$ cat src/rtl/load_store_pkg.sv
`default_nettype none
// ============================================================================
//  Module      : load_store_pkg
//  Description : Shared definitions for the load/store unit: FSM state
//                encoding, default bus width and memory direction constants.
//  Revision    : 1.0 - initial release
// ============================================================================
package load_store_pkg;

    // Default address/data width of the unit.
    localparam int BUS_WIDTH_DEFAULT = 8;

    // Only the low byte of the address selects a memory location.
    localparam int ADDR_SPACE_BITS = 8;

    // Values driven on memReadWriteControl.
    localparam logic MEM_WRITE = 1'b1;
    localparam logic MEM_READ  = 1'b0;

    // Sequencer states. Writes take three cycles per beat so that address
    // and data settle before, and stay put after, the write strobe.
    typedef enum logic [2:0] {
        IDLE       = 3'd0,
        WR_SETUP   = 3'd1,
        WR_STROBE  = 3'd2,
        WR_HOLD    = 3'd3,
        RD_ADDR    = 3'd4,
        RD_CAPTURE = 3'd5,
        RD_RESP    = 3'd6
    } lsu_state_e;

endpackage : load_store_pkg
`default_nettype wire

$ cat src/rtl/burst_address_counter.sv
`default_nettype none
// ============================================================================
//  Module      : burst_address_counter
//  Description : Holds the current beat address and the number of beats
//                still to go in a burst. The address increments modulo 256
//                (low byte only), so a burst started at 8'hFF continues
//                at 8'h00.
//  Ports       : clk          - clock, rising edge
//                rstN         - asynchronous active-low reset
//                load_i       - start a new burst (takes priority)
//                load_addr_i  - first beat address
//                load_len_i   - beats minus one
//                advance_i    - step to the next beat
//                addr_o       - current beat address
//                last_o       - high when no beats remain after this one
//  Revision    : 1.0 - initial release
// ============================================================================
module burst_address_counter
    import load_store_pkg::*;
#(
    parameter int BUS_WIDTH = BUS_WIDTH_DEFAULT
) (
    input  logic                 clk,
    input  logic                 rstN,
    input  logic                 load_i,
    input  logic [BUS_WIDTH-1:0] load_addr_i,
    input  logic [1:0]           load_len_i,
    input  logic                 advance_i,
    output logic [BUS_WIDTH-1:0] addr_o,
    output logic                 last_o
);

    logic [BUS_WIDTH-1:0]       addr_q;
    logic [BUS_WIDTH-1:0]       addr_d;
    logic [BUS_WIDTH-1:0]       addr_inc;
    logic [ADDR_SPACE_BITS-1:0] low_inc;
    logic [1:0]                 remaining_q;
    logic [1:0]                 remaining_d;

    // Only the memory-index byte counts; any upper bits ride along unchanged
    // so the wrap stays inside the 256-entry memory.
    assign low_inc = addr_q[ADDR_SPACE_BITS-1:0] + 8'd1;

    generate
        if (BUS_WIDTH > ADDR_SPACE_BITS) begin : g_wide
            assign addr_inc = {addr_q[BUS_WIDTH-1:ADDR_SPACE_BITS], low_inc};
        end else begin : g_byte
            assign addr_inc = low_inc;
        end
    endgenerate

    always_comb begin
        addr_d      = addr_q;
        remaining_d = remaining_q;
        if (load_i) begin
            addr_d      = load_addr_i;
            remaining_d = load_len_i;
        end else if (advance_i) begin
            addr_d      = addr_inc;
            remaining_d = remaining_q - 2'd1;
        end
    end

    always_ff @(posedge clk or negedge rstN) begin
        if (!rstN) begin
            addr_q      <= '0;
            remaining_q <= 2'd0;
        end else begin
            addr_q      <= addr_d;
            remaining_q <= remaining_d;
        end
    end

    assign addr_o = addr_q;
    assign last_o = (remaining_q == 2'd0);

endmodule : burst_address_counter
`default_nettype wire

$ cat src/rtl/load_store_unit.sv
`default_nettype none
// ============================================================================
//  Module      : load_store_unit
//  Description : Burst load/store sequencer in front of a simple
//                asynchronous-read data memory. Writes (fills) repeat one
//                data word over 1-4 consecutive addresses using a
//                setup/strobe/hold pattern; reads fetch 1-4 consecutive
//                words and hand each over with a valid/ready handshake.
//  Ports       : clk, rstN            - clock / async active-low reset
//                reqValid/reqReady    - request handshake
//                reqWrite             - 1 = fill, 0 = read
//                reqLength            - beats minus one
//                reqAddress, reqData  - start address, fill data
//                rspValid/rspReady    - read beat handshake
//                rspData, rspLast     - read beat data, final-beat flag
//                memAddress, memData  - memory address / write data
//                memReadWriteControl  - 1 = memory write strobe
//                memReadData          - combinational memory read data
//  Revision    : 1.0 - initial release
// ============================================================================
module load_store_unit
    import load_store_pkg::*;
#(
    parameter int BUS_WIDTH = BUS_WIDTH_DEFAULT
) (
    input  logic                 clk,
    input  logic                 rstN,
    input  logic                 reqValid,
    output logic                 reqReady,
    input  logic                 reqWrite,
    input  logic [1:0]           reqLength,
    input  logic [BUS_WIDTH-1:0] reqAddress,
    input  logic [BUS_WIDTH-1:0] reqData,
    output logic                 rspValid,
    input  logic                 rspReady,
    output logic [BUS_WIDTH-1:0] rspData,
    output logic                 rspLast,
    output logic [BUS_WIDTH-1:0] memAddress,
    output logic [BUS_WIDTH-1:0] memData,
    output logic                 memReadWriteControl,
    input  logic [BUS_WIDTH-1:0] memReadData
);

    lsu_state_e           state_q;
    lsu_state_e           state_d;

    logic                 accept;
    logic                 advance;
    logic                 capture;

    logic                 rw_ctrl_q;
    logic                 rw_ctrl_d;
    logic [BUS_WIDTH-1:0] wdata_q;
    logic [BUS_WIDTH-1:0] wdata_d;
    logic [BUS_WIDTH-1:0] rsp_data_q;
    logic [BUS_WIDTH-1:0] rsp_data_d;
    logic                 rsp_last_q;
    logic                 rsp_last_d;

    logic [BUS_WIDTH-1:0] beat_addr;
    logic                 last_beat;

    // ------------------------------------------------------------------
    // Address / beat bookkeeping
    // ------------------------------------------------------------------
    burst_address_counter #(
        .BUS_WIDTH (BUS_WIDTH)
    ) u_burst_address_counter (
        .clk         (clk),
        .rstN        (rstN),
        .load_i      (accept),
        .load_addr_i (reqAddress),
        .load_len_i  (reqLength),
        .advance_i   (advance),
        .addr_o      (beat_addr),
        .last_o      (last_beat)
    );

    // ------------------------------------------------------------------
    // Next-state and control decode
    // ------------------------------------------------------------------
    always_comb begin
        state_d = state_q;
        accept  = 1'b0;
        advance = 1'b0;
        capture = 1'b0;

        case (state_q)
            IDLE: begin
                if (reqValid) begin
                    accept  = 1'b1;
                    state_d = reqWrite ? WR_SETUP : RD_ADDR;
                end
            end
            WR_SETUP:  state_d = WR_STROBE;
            WR_STROBE: state_d = WR_HOLD;
            WR_HOLD: begin
                // The address only moves on this edge, after the hold
                // cycle, so it is never disturbed right after a strobe.
                if (last_beat) begin
                    state_d = IDLE;
                end else begin
                    advance = 1'b1;
                    state_d = WR_SETUP;
                end
            end
            RD_ADDR:   state_d = RD_CAPTURE;
            RD_CAPTURE: begin
                capture = 1'b1;
                state_d = RD_RESP;
            end
            RD_RESP: begin
                if (rspReady) begin
                    if (last_beat) begin
                        state_d = IDLE;
                    end else begin
                        advance = 1'b1;
                        state_d = RD_ADDR;
                    end
                end
            end
            default: state_d = IDLE;
        endcase

        // Strobe is decoded from the next state and registered, so the
        // memory sees a clean flop output that is high only in WR_STROBE.
        rw_ctrl_d  = (state_d == WR_STROBE) ? MEM_WRITE : MEM_READ;
        wdata_d    = accept  ? reqData     : wdata_q;
        rsp_data_d = capture ? memReadData : rsp_data_q;
        rsp_last_d = capture ? last_beat   : rsp_last_q;
    end

    // ------------------------------------------------------------------
    // State and output registers
    // ------------------------------------------------------------------
    always_ff @(posedge clk or negedge rstN) begin
        if (!rstN) begin
            state_q    <= IDLE;
            rw_ctrl_q  <= MEM_READ;
            wdata_q    <= '0;
            rsp_data_q <= '0;
            rsp_last_q <= 1'b0;
        end else begin
            state_q    <= state_d;
            rw_ctrl_q  <= rw_ctrl_d;
            wdata_q    <= wdata_d;
            rsp_data_q <= rsp_data_d;
            rsp_last_q <= rsp_last_d;
        end
    end

    // ------------------------------------------------------------------
    // Outputs
    // ------------------------------------------------------------------
    assign reqReady            = (state_q == IDLE);
    assign rspValid            = (state_q == RD_RESP);
    assign rspData             = rsp_data_q;
    assign rspLast             = rspValid & rsp_last_q;
    assign memAddress          = beat_addr;
    assign memData             = wdata_q;
    assign memReadWriteControl = rw_ctrl_q;

endmodule : load_store_unit
`default_nettype wire

$ cat config.mk
export PLATFORM = sky130hd
export DESIGN_NAME = load_store_unit
export DESIGN_NICKNAME = d
export VERILOG_FILES = /design/src/rtl/load_store_pkg.sv /design/src/rtl/burst_address_counter.sv /design/src/rtl/load_store_unit.sv
export SDC_FILE = /design/constraint.sdc
export NUM_CORES = 1
export LEC_CHECK = 0
export BUFFER_PORTS_ARGS = -buffer_cell sky130_fd_sc_hd__buf_2
export CORE_MARGIN = 3
export CORE_UTILIZATION = 51
export CTS_CLUSTER_DIAMETER = 50
export DETAILED_ROUTE_END_ITERATION = 7
export GPL_TIMING_DRIVEN = 0
export HOLD_SLACK_MARGIN = 0.15
export PLACE_DENSITY = 0.88
export REMOVE_ABC_BUFFERS = 1
export SLEW_MARGIN = 20
export SYNTH_ARGS = -nofsm -noshare
export SYNTH_HDL_FRONTEND = slang
export SYNTH_HIERARCHICAL = 1
export SYNTH_SLANG_ARGS = --single-unit
export TNS_END_PERCENT = 50
$ cat constraint.sdc
create_clock -name clk -period 3.9 [get_ports clk]
set_clock_uncertainty 0.1 [all_clocks]
set_input_delay 0.39 -clock clk [delete_from_list [all_inputs] [get_ports clk]]
set_output_delay 0.39 -clock clk [all_outputs]
set_load 0.01 [all_outputs]
# --- Word-level counts from Yosys, hierarchy flattened ---
# Index checks and enable logic that the tools add are counted.
word_totals:
  ff_bits: 31
  in_bits: 31
  out_inout_bits: 28
  wordCells: 37
classes:
  n_addsub: 2
  eq_ne: 7
  n_mux: 17
  bitwise_logic: 1
  n_reduce_logical: 3
op_table:
  columns: ["op", "count"]
  rows:
  - ["$pmux W3 S7", 1]
  - ["$mux W8", 2]
  - ["$mux W3", 4]
  - ["$eq A3 B2 Y1 const B", 3]
  - ["$eq A3 B3 Y1 const B", 3]
  - ["$add A8 B1 Y8 const B", 1]
  - ["$mux W1", 7]
  - ["$mux W2", 2]
  - ["$eq A3 B1 Y1 const B", 1]
  - ["$logic_not A3 Y1", 1]
  - ["$logic_not A2 Y1", 1]
  - ["$pmux W1 S2", 1]
  - ["$reduce_bool A2 Y1", 1]
  - ["$sub A2 B1 Y2 const B", 1]
  - ["$and A1 B1 Y1", 1]

# --- Depth between registers and ports, before layout ---
# Gate-level depths: netlist of run 1.
depth:
  depth_word: 6
  mapped_depth: 8
  depth_no_buf: 7

# --- Cells and area by module ---
# The synthesis of run 1 kept the hierarchy.
modules_own_cells:
  columns: ["mod", "instances", "cells_per_inst", "area_per_inst_um2", "seq_area_each_um2"]
  rows:
  - ["load_store_unit", 1, 63, 889.6, 525.5]
  - ["burst_address_counter", 1, 61, 560.5, 250.2]

# --- Least setup slack after synthesis of run 1 ---
# Ideal clock, no wire load.
synth_path:
  path_type: "register -> register"
  from: "register state_q[2]"
  to: "register u_burst_address_counter.addr_q[5], in the netlist u_burst_address_counter/addr_o[5]"
  setup_ns: 0.069
  arrival_time_ns: 1.673
  required_time_ns: 3.731
  setup_slack_ns: 2.058
  path_stages_with_launch: 8
  path_buffers: 2
  synth_period_minus_slack_ns: 1.842
  path_cell_list: "dfrtp_1 -> clkbuf_1 -> nand2b_1 -> a21oi_1 -> buf_6 -> nand3_1 -> or4_1 -> nand3_1"
synth_via:
  elab_chain_cells: 3
  word_cells_on_any_way: 7
  classes_between: "eq/ne (2); mux (3); reduce/logical (2)"
synth_rtl:
  columns: ["item", "line_no", "source"]
  rows:
  - ["start, declared", "load_store_unit.sv:44", "lsu_state_e state_q;"]
  - ["start signal, assigned", "load_store_unit.sv:144", "state_q <= state_d;"]
  - ["$eq A3 B3 Y1 / $eq A3 B2 Y1 (equally long branches)", "load_store_unit.sv:88", "case (state_q)"]
  - ["$pmux W1 S2 (*)", "load_store_unit.sv:88", null]
  - ["net advance", "load_store_unit.sv:48", "logic advance;"]
  - ["$reduce_bool A2 Y1 (no source line) (*)", null, null]
  - ["end signal, assigned", "burst_address_counter.sv:69", "addr_q <= addr_d;"]
  - ["end, declared", "burst_address_counter.sv:33", "logic [BUS_WIDTH-1:0] addr_q;"]
# The timed path passes the listed nets; every way through them passes the cells marked *.
# A chain may end at the register's enable or synchronous reset.

# --- Worst setup path after layout of run 1 ---
layout_path:
  from: "register u_burst_address_counter.remaining_q[0]"
  to: "register u_burst_address_counter.addr_q[6], in the netlist u_burst_address_counter/addr_o[6]"
layout_via:
  elab_chain_cells: 5
layout_rtl:
  columns: ["item", "line_no", "source"]
  rows:
  - ["start, declared", "burst_address_counter.sv:37", "logic [1:0] remaining_q;"]
  - ["start signal, assigned", "burst_address_counter.sv:70", "remaining_q <= remaining_d;"]
  - ["$logic_not A2 Y1 (*)", "burst_address_counter.sv:75", "assign last_o = (remaining_q == 2'd0);"]
  - ["net last_beat", "load_store_unit.sv:61", "logic last_beat;"]
  - ["$mux W1 (*)", "load_store_unit.sv:100, load_store_unit.sv:114", null]
  - ["$mux W1", "load_store_unit.sv:113", "if (rspReady) begin"]
  - ["$pmux W1 S2 (*)", "load_store_unit.sv:88", null]
  - ["net advance", "load_store_unit.sv:48", null]
  - ["$reduce_bool A2 Y1 (no source line) (*)", null, null]
# Marks and branches as above.

==> metrics.yaml, run 1 <==
finish:
  nNetsFinal: 218
  finalCoreUtilization_pct: 70.5
  mostFrequentLayoutCell: "buf_2"
  final_layout_size_suffix_gt1_share_pct: 45.7
  fillers: 190
  final_design_area_no_fill_um2: 1830
  area_growth_pct: 26.0
  most-common-layout-cells: "buf_2 (58), dfrtp_1 (31), mux2_2 (17), nand2_1 (14), o21ai_0 (12)"
  antenna_cells: 0
placement:
  gp_congestion: 0.788
  post_dp_cell_area_um2: 1750
  dp_hpwl_mm: 2.31
  pre_cts_ws_ns: 1.48
  io_buffer_count: 58
floorplan:
  die_height_um: 59.3
  die-area_um2: 3520
  io_pins: 59
  start_util_pct: 56.0
  core-area_um2: 2590
  die_w_um: 59.3
  fp-row-count: 18
clock_network:
  postCtsSetupRepairBufs: 0
  cts.sinks: 31
  insertion_delay_ns: 0.32
  root_buffer: "clkbuf_4"
  cts_tree: "yes"
  clk_pin_slew_ns: 0.09
  htreeDepth: 2
  cts_buffers: 5
  cts_buffer_depth: 2
worst_setup_path:
  required_ns: 4.06
  endpoint_kind: "flop"
  worstSetupStartpointType: "flop"
  cp_max_fo: 10
  critPathKind: "reg2reg"
  arrival_ns: 2.59
power_and_ir_drop:
  ir_drop_v: 0.000607
  p_leak_uw: 0.000879
  p_per_area_nw_per_um2: 791
route:
  viasPerCell: 5.28
  remaining_drc_errors: 0
  routedWlPerCell_um: 14.6
  wl_mm: 3.16
  dr_wl_met3_um: 186
  drtAntennaViolNets: 0
  first_iter_violations: 9
  wl_met1_mm: 1.22
  vias: 1141
  top_layer_used: "met4"
  dr.pass1.iters: 4
  met2_length_mm: 1.75
synth:
  syn-cell-area_um2: 1450
  synth-seq-cells: 31
  ys_warn_count: 6
  synth.distinct_cells: 27
  avgSynthCellArea_um2: 11.7
  synth_cells: 124
  synth_seq_area_share_pct: 53.5
sta:
  finalSetupTns_ns: 0
  rsz0062_at_grt: "no"
  slew_headroom_pct: 44.8
  setup_slack_ns: 1.48
  setup_violations: 0
  max_slew.worst_pin.slew_ns: 0.828
  finalCriticalPeriod_ns: 2.42
  finalCritPeriodShare_pct: 62.2
  hold_viol: 0
  max_freq_ghz: 0.412
  slew_violations: 0
  whs_ns: 0.170
status:
  outcome: "complete, no violations"
grt:
  gr-usage-all-layers_pct: 19.8
  antenna_found_initial: 0
  grt_pass1_wl_mm: 5.10
  grt_overflow_total: 0
  grt_pass1_vias: 1146
  grt_start_max_net_pins: 32
worst_hold_path:
  min_path_type: "in2reg"
job:
  maxCapViolCount: 0
-- state kept, by name (all words and copies together), names as in the netlist --
signal	flops
u_burst_address_counter/addr_o	8
memData	8
state_q	3
u_burst_address_counter/remaining_q	2
memReadWriteControl	1
rsp_last_q	1
rspData	8
-- stage by stage --
stage          total power (uW)  std cells
2_1_floorplan               995        118
3_3_place_gp               1190        206
3_5_place_dp               1240        207
4_1_cts                    1460        216
5_1_grt                    1560        216
6_report                   1450        216
-- power breakdown --
part | switching, uW | leakage [uW] | internal (uW)
Combinational | 286 | 0.000467 | 313
Sequential | 154 | 0.000374 | 482
Clock | 105 | 0.0000386 | 106
Total | 544 | 0.000879 | 901
-- routing by layer --
metal | up-vias | GRT usage [%]
li1 | 560 | -
met3 | 2 | 7.63
met1 | 547 | 22.2
met4 | 0 | 4.85
met2 | 32 | 35.1
met5 | - | 0
-- cell type report --
| class | instances | area [um2] | share of cell area [%] |
|---|---|---|---|
| flip-flops and latches | 31 | 776 | 42.5 |
| multi-input cells | 85 | 629 | 34.5 |
| repair buffers | 60 | 308 | 16.8 |
| clock buffers | 8 | 68.8 | 3.77 |
| well taps | 30 | 37.5 | 2.05 |
| inverters | 2 | 7.51 | 0.411 |
-- cells by family (layout without fill, tap and decap cells) --
kind of cell / after synthesis / count (layout) / synth area share (%)
multiplexers: 18 / 18 / 13.9
AO/OA/AOI/OAI: 16 / 16 / 6.04
AND/OR/NAND/NOR: 44 / 44 / 18.7
XOR/XNOR: 5 / 5 / 3.02
adder cells (fa/ha/maj): 2 / 2 / 1.73
flip-flops: 31 / 31 / 53.5
buffers and inverters: 8 / 70 / 3.11
-- path summary, 6_finish.rpt --
check	start	end	slack (ns)	cells past startpoint
worst max-delay path	u_burst_address_counter/remaining_q[0]	u_burst_address_counter/addr_o[6]	1.48	7
worst max register to register	u_burst_address_counter/remaining_q[0]	u_burst_address_counter/addr_o[6]	1.48	7
worst min-delay path	reqAddress[1]	u_burst_address_counter/addr_o[1]	0.17	3
max in group asynchronous	rstN	memData[3]	2.71	2
worst min register to register	rspData[3]	rspData[3]	0.41	1
min in group asynchronous	rstN	rspData[5]	0.55	2
-- timing repair --
| action | CTS | global route |
|---|---|---|
| resized for setup | 0 | 0 |
| hold endpoints to repair | 31 | 0 |
| hold buffers | 1 | 0 |
-- synthesized netlist by cell type --
cell	instances	area share, %
inv_1	2	0.52
and4_1	1	0.60
nand2b_1	4	1.7
nor3b_1	1	0.52
nor2b_1	4	1.7
and3b_1	1	0.60
nand4_1	3	1.3
nand4_2	1	0.86
nor3_1	1	0.34
clkbuf_1	4	1.0
mux2i_1	1	0.69
mux2_2	17	13
or4_1	3	1.6
a21oi_1	2	0.69
nand3b_1	2	1.0
a211o_1	2	1.2
nand2_1	14	3.6
nor4b_4	1	1.6
nor4b_1	1	0.60
o21ai_0	12	4.1
and2_1	2	0.86
dfrtp_1	31	53
ha_1	2	1.7
xnor2_1	2	1.2
buf_6	2	1.6
xor2_1	3	1.8
nand3_1	5	1.7
-- critical path, stage by stage, from the launching register on --
cell	delay [ns]
dfrtp_1	0.37
inv_1	0.05
ha_1	0.23
nand2b_1	0.16
a21oi_1	0.66
nand2_1	0.22
or4_1	0.50
nand3_1	0.09
Power figures use the tool's default switching activity.
==> inputs of run 2 (changes only) <==
--- a/config.mk
+++ b/config.mk
@@ -7,12 +7,12 @@
 export LEC_CHECK = 0
 export BUFFER_PORTS_ARGS = -buffer_cell sky130_fd_sc_hd__buf_2
 export CORE_MARGIN = 3
-export CORE_UTILIZATION = 51
+export CORE_UTILIZATION = 47
 export CTS_CLUSTER_DIAMETER = 50
 export DETAILED_ROUTE_END_ITERATION = 7
 export GPL_TIMING_DRIVEN = 0
 export HOLD_SLACK_MARGIN = 0.15
-export PLACE_DENSITY = 0.88
+export PLACE_DENSITY = 0.82
 export REMOVE_ABC_BUFFERS = 1
 export SLEW_MARGIN = 20
 export SYNTH_ARGS = -nofsm -noshare
==> constraint.sdc (replaced) <==
create_clock -name clk -period 2.55 [get_ports clk]
set_clock_uncertainty 0.1 [all_clocks]
set_input_delay 0.255 -clock clk [delete_from_list [all_inputs] [get_ports clk]]
set_output_delay 0.255 -clock clk [all_outputs]
set_load 0.01 [all_outputs]
==> run 2 against run 1 <==
  * Flip-flop and latch count stayed put
  * Final area is 15% higher
  * Core utilization is 3.2 points higher
  * Wire length is 8.6% higher
  * Maximum frequency is 13% higher
  * Combinational power is 58% higher
  * Register-to-register slack worse by 1.1 ns
  * Critical path type unchanged
  * Critical endpoint unchanged
  * Highest routed layer unchanged
==> metrics.yaml, run 2 (same netlist as run 1, synthesis figures left out) <==
power_and_ir_drop:
  p_leak_uw: 0.000992  # +13%
  p_per_area_nw_per_um2: 1070  # +35%
  ir_drop_v: 0.000718  # +18%
  power_uw: 2250  # +56%
clock_network:
  root_buffer: "clkbuf_4"
  htreeDepth: 2  # unchanged
  cts.sinks: 31  # unchanged
  cts_tree: "yes"
  insertion_delay_ns: 0.33  # about the same
  cts_buffer_depth: 2  # unchanged
  cts_buffers: 5  # unchanged
  clk_pin_slew_ns: 0.10  # about the same
  postCtsSetupRepairBufs: 0  # unchanged
route:
  routedWlPerCell_um: 14.1  # -3.9%
  viasPerCell: 5.14  # -2.6%
  remaining_drc_errors: 0  # unchanged
  first_iter_violations: 32  # +23
  vias: 1255  # +10%
  drtAntennaViolNets: 0  # unchanged
  wl_mm: 3.43  # +8.6%
  dr.pass1.iters: 4  # unchanged
worst_setup_path:
  timing.reg2reg.setup_slack_ns: 0.41  # -1.06 ns
  worstSetupStartpointType: "flop"
  crit_path_max_incr_delay_ns: 0.53  # -0.13 ns
  crit_path_start: "state_q[0]"
  r2r_start: "state_q[0]"
  endpoint_kind: "flop"
  worst_path_max_delay_cell: "dfrtp_1"
  r2r_end: "u_burst_address_counter/addr_o[6]"
  critPathKind: "reg2reg"
  crit_end: "u_burst_address_counter/addr_o[6]"
  cp_max_fo: 12  # +2
  reg2reg_depth: 5  # -2
  crit_chain: "nand3b_1, a21oi_2, nand2_1, or4_1, nand3_1"
  required_ns: 2.73  # -1.33 ns
  arrival_ns: 2.31  # -0.28 ns
floorplan:
  fp-row-count: 19  # +1
  core-area_um2: 2850  # +10%
  io_pins: 59  # unchanged
  start_util_pct: 50.8  # -5.2 points
  die-area_um2: 3790  # +7.6%
  die_height_um: 61.5  # +3.7%
  die_w_um: 61.5  # +3.7%
finish:
  most-common-layout-cells: "buf_2 (58), dfrtp_1 (31), dlygate4sd3_1 (28), mux2_2 (17), nand2_1 (14)"
  mostFrequentLayoutCell: "buf_2"
  nNetsFinal: 245  # +12%
  final_layout_size_suffix_gt1_share_pct: 40.4  # -5.3 points
  area_growth_pct: 45.0
  fillers: 183  # -3.7%
  antenna_cells: 0  # unchanged
status:
  outcome: "complete, no violations"
worst_hold_path:
  min_path_type: "in2reg"
sta:
  finalCriticalPeriod_ns: 2.14  # -0.286 ns
  setup_violations: 0  # unchanged
  slew_headroom_pct: 54.6  # +9.8 points
  max_freq_ghz: 0.468  # +13%
  max_slew.worst_pin.slew_ns: 0.681  # -0.146 ns
  finalCritPeriodShare_pct: 83.9  # +22 points
  slew_violations: 0  # unchanged
  finalSetupTns_ns: 0  # unchanged
  hold_viol: 0  # unchanged
  rsz0062_at_grt: "no"
grt:
  gr-usage-all-layers_pct: 21.2  # +1.4 points
  grt_start_max_net_pins: 32  # unchanged
  grt_overflow_total: 0  # unchanged
  grt_pass1_wl_mm: 5.73  # +12%
  grt_pass1_vias: 1242  # +8.4%
  antenna_found_initial: 0  # unchanged
placement:
  gp_congestion: 0.688  # -13%
  dp_hpwl_mm: 2.16  # -6.2%
  io_buffer_count: 58  # unchanged
job:
  maxCapViolCount: 0  # unchanged
-- run 2: cell types whose count changed in the layout (fill, tap and decap cells not counted) --
cell,before,now
a21oi_2,0,1
dlygate4sd3_1,1,28
a21oi_1,2,1
-- run 2: worst min path at each step --
stage	start	end	slack [ns]	depth (start not counted)
floorplan	rstN	memData[0]	-0.14	0
global placement	rstN	rspData[3]	0.22	1
detailed placement	rstN	rspData[3]	0.24	1
CTS	reqWrite	state_q[0]	0.21	3
global route	reqWrite	state_q[0]	0.22	3
finish	reqWrite	state_q[0]	0.23	3
-- run 2: area by class of cell --
cell class | count | area [um2] | area share (%)
Sequential cell | 31 | 776 | 36.9
Clock buffer | 8 | 68.8 | 3.27
Timing Repair Buffer | 87 | 578 | 27.5
Multi-Input combinational cell | 85 | 633 | 30.1
Inverter | 2 | 7.51 | 0.357
Tap cell | 31 | 38.8 | 1.85
-- run 2: worst max-delay path: cells and delay by family (launching register included) --
kind | cells | cell delay [ns]
and+or+nand+nor | 4 | 1.03
DFF | 1 | 0.53
AOI/OAI and AO/OA | 1 | 0.43
-- run 2: report_power, final --
part           switching (uW)  internal [uW]  leakage (uW)
logic                     443            506      0.000580
clock network             167            162     0.0000386
registers                 236            736      0.000374
total                     846           1400      0.000992
-- run 2: metal layers --
layer	vias up	wire length (um)	track usage (%)
li1	618	-	-
met4	0	73	11.5
met2	35	1870	35.4
met3	7	189	4.82
met5	-	0	0
met1	595	1300	25.2
-- run 2: per-stage QoR --
stage	hold WS (ns)	area (um2)	setup slack [ns]	cells	util, %
after floorplan	-0.141	1410	0.413	118	-
after global placement	0.215	1740	0.209	207	61.1
after detailed placement	0.240	1750	0.143	208	61.3
after CTS	0.208	2100	0.131	244	73.6
after global routing	0.223	2100	0.195	244	73.7
final	0.227	2100	0.411	244	73.7
-- run 2: what timing repair did --
| item | 4_1_cts | 5_1_grt |
|---|---|---|
| resized for setup | 0 | 1 |
| hold endpoints to repair | 58 | 0 |
| endpoints found under the setup margin | 0 | 3 |
| hold buffers | 28 | 0 |
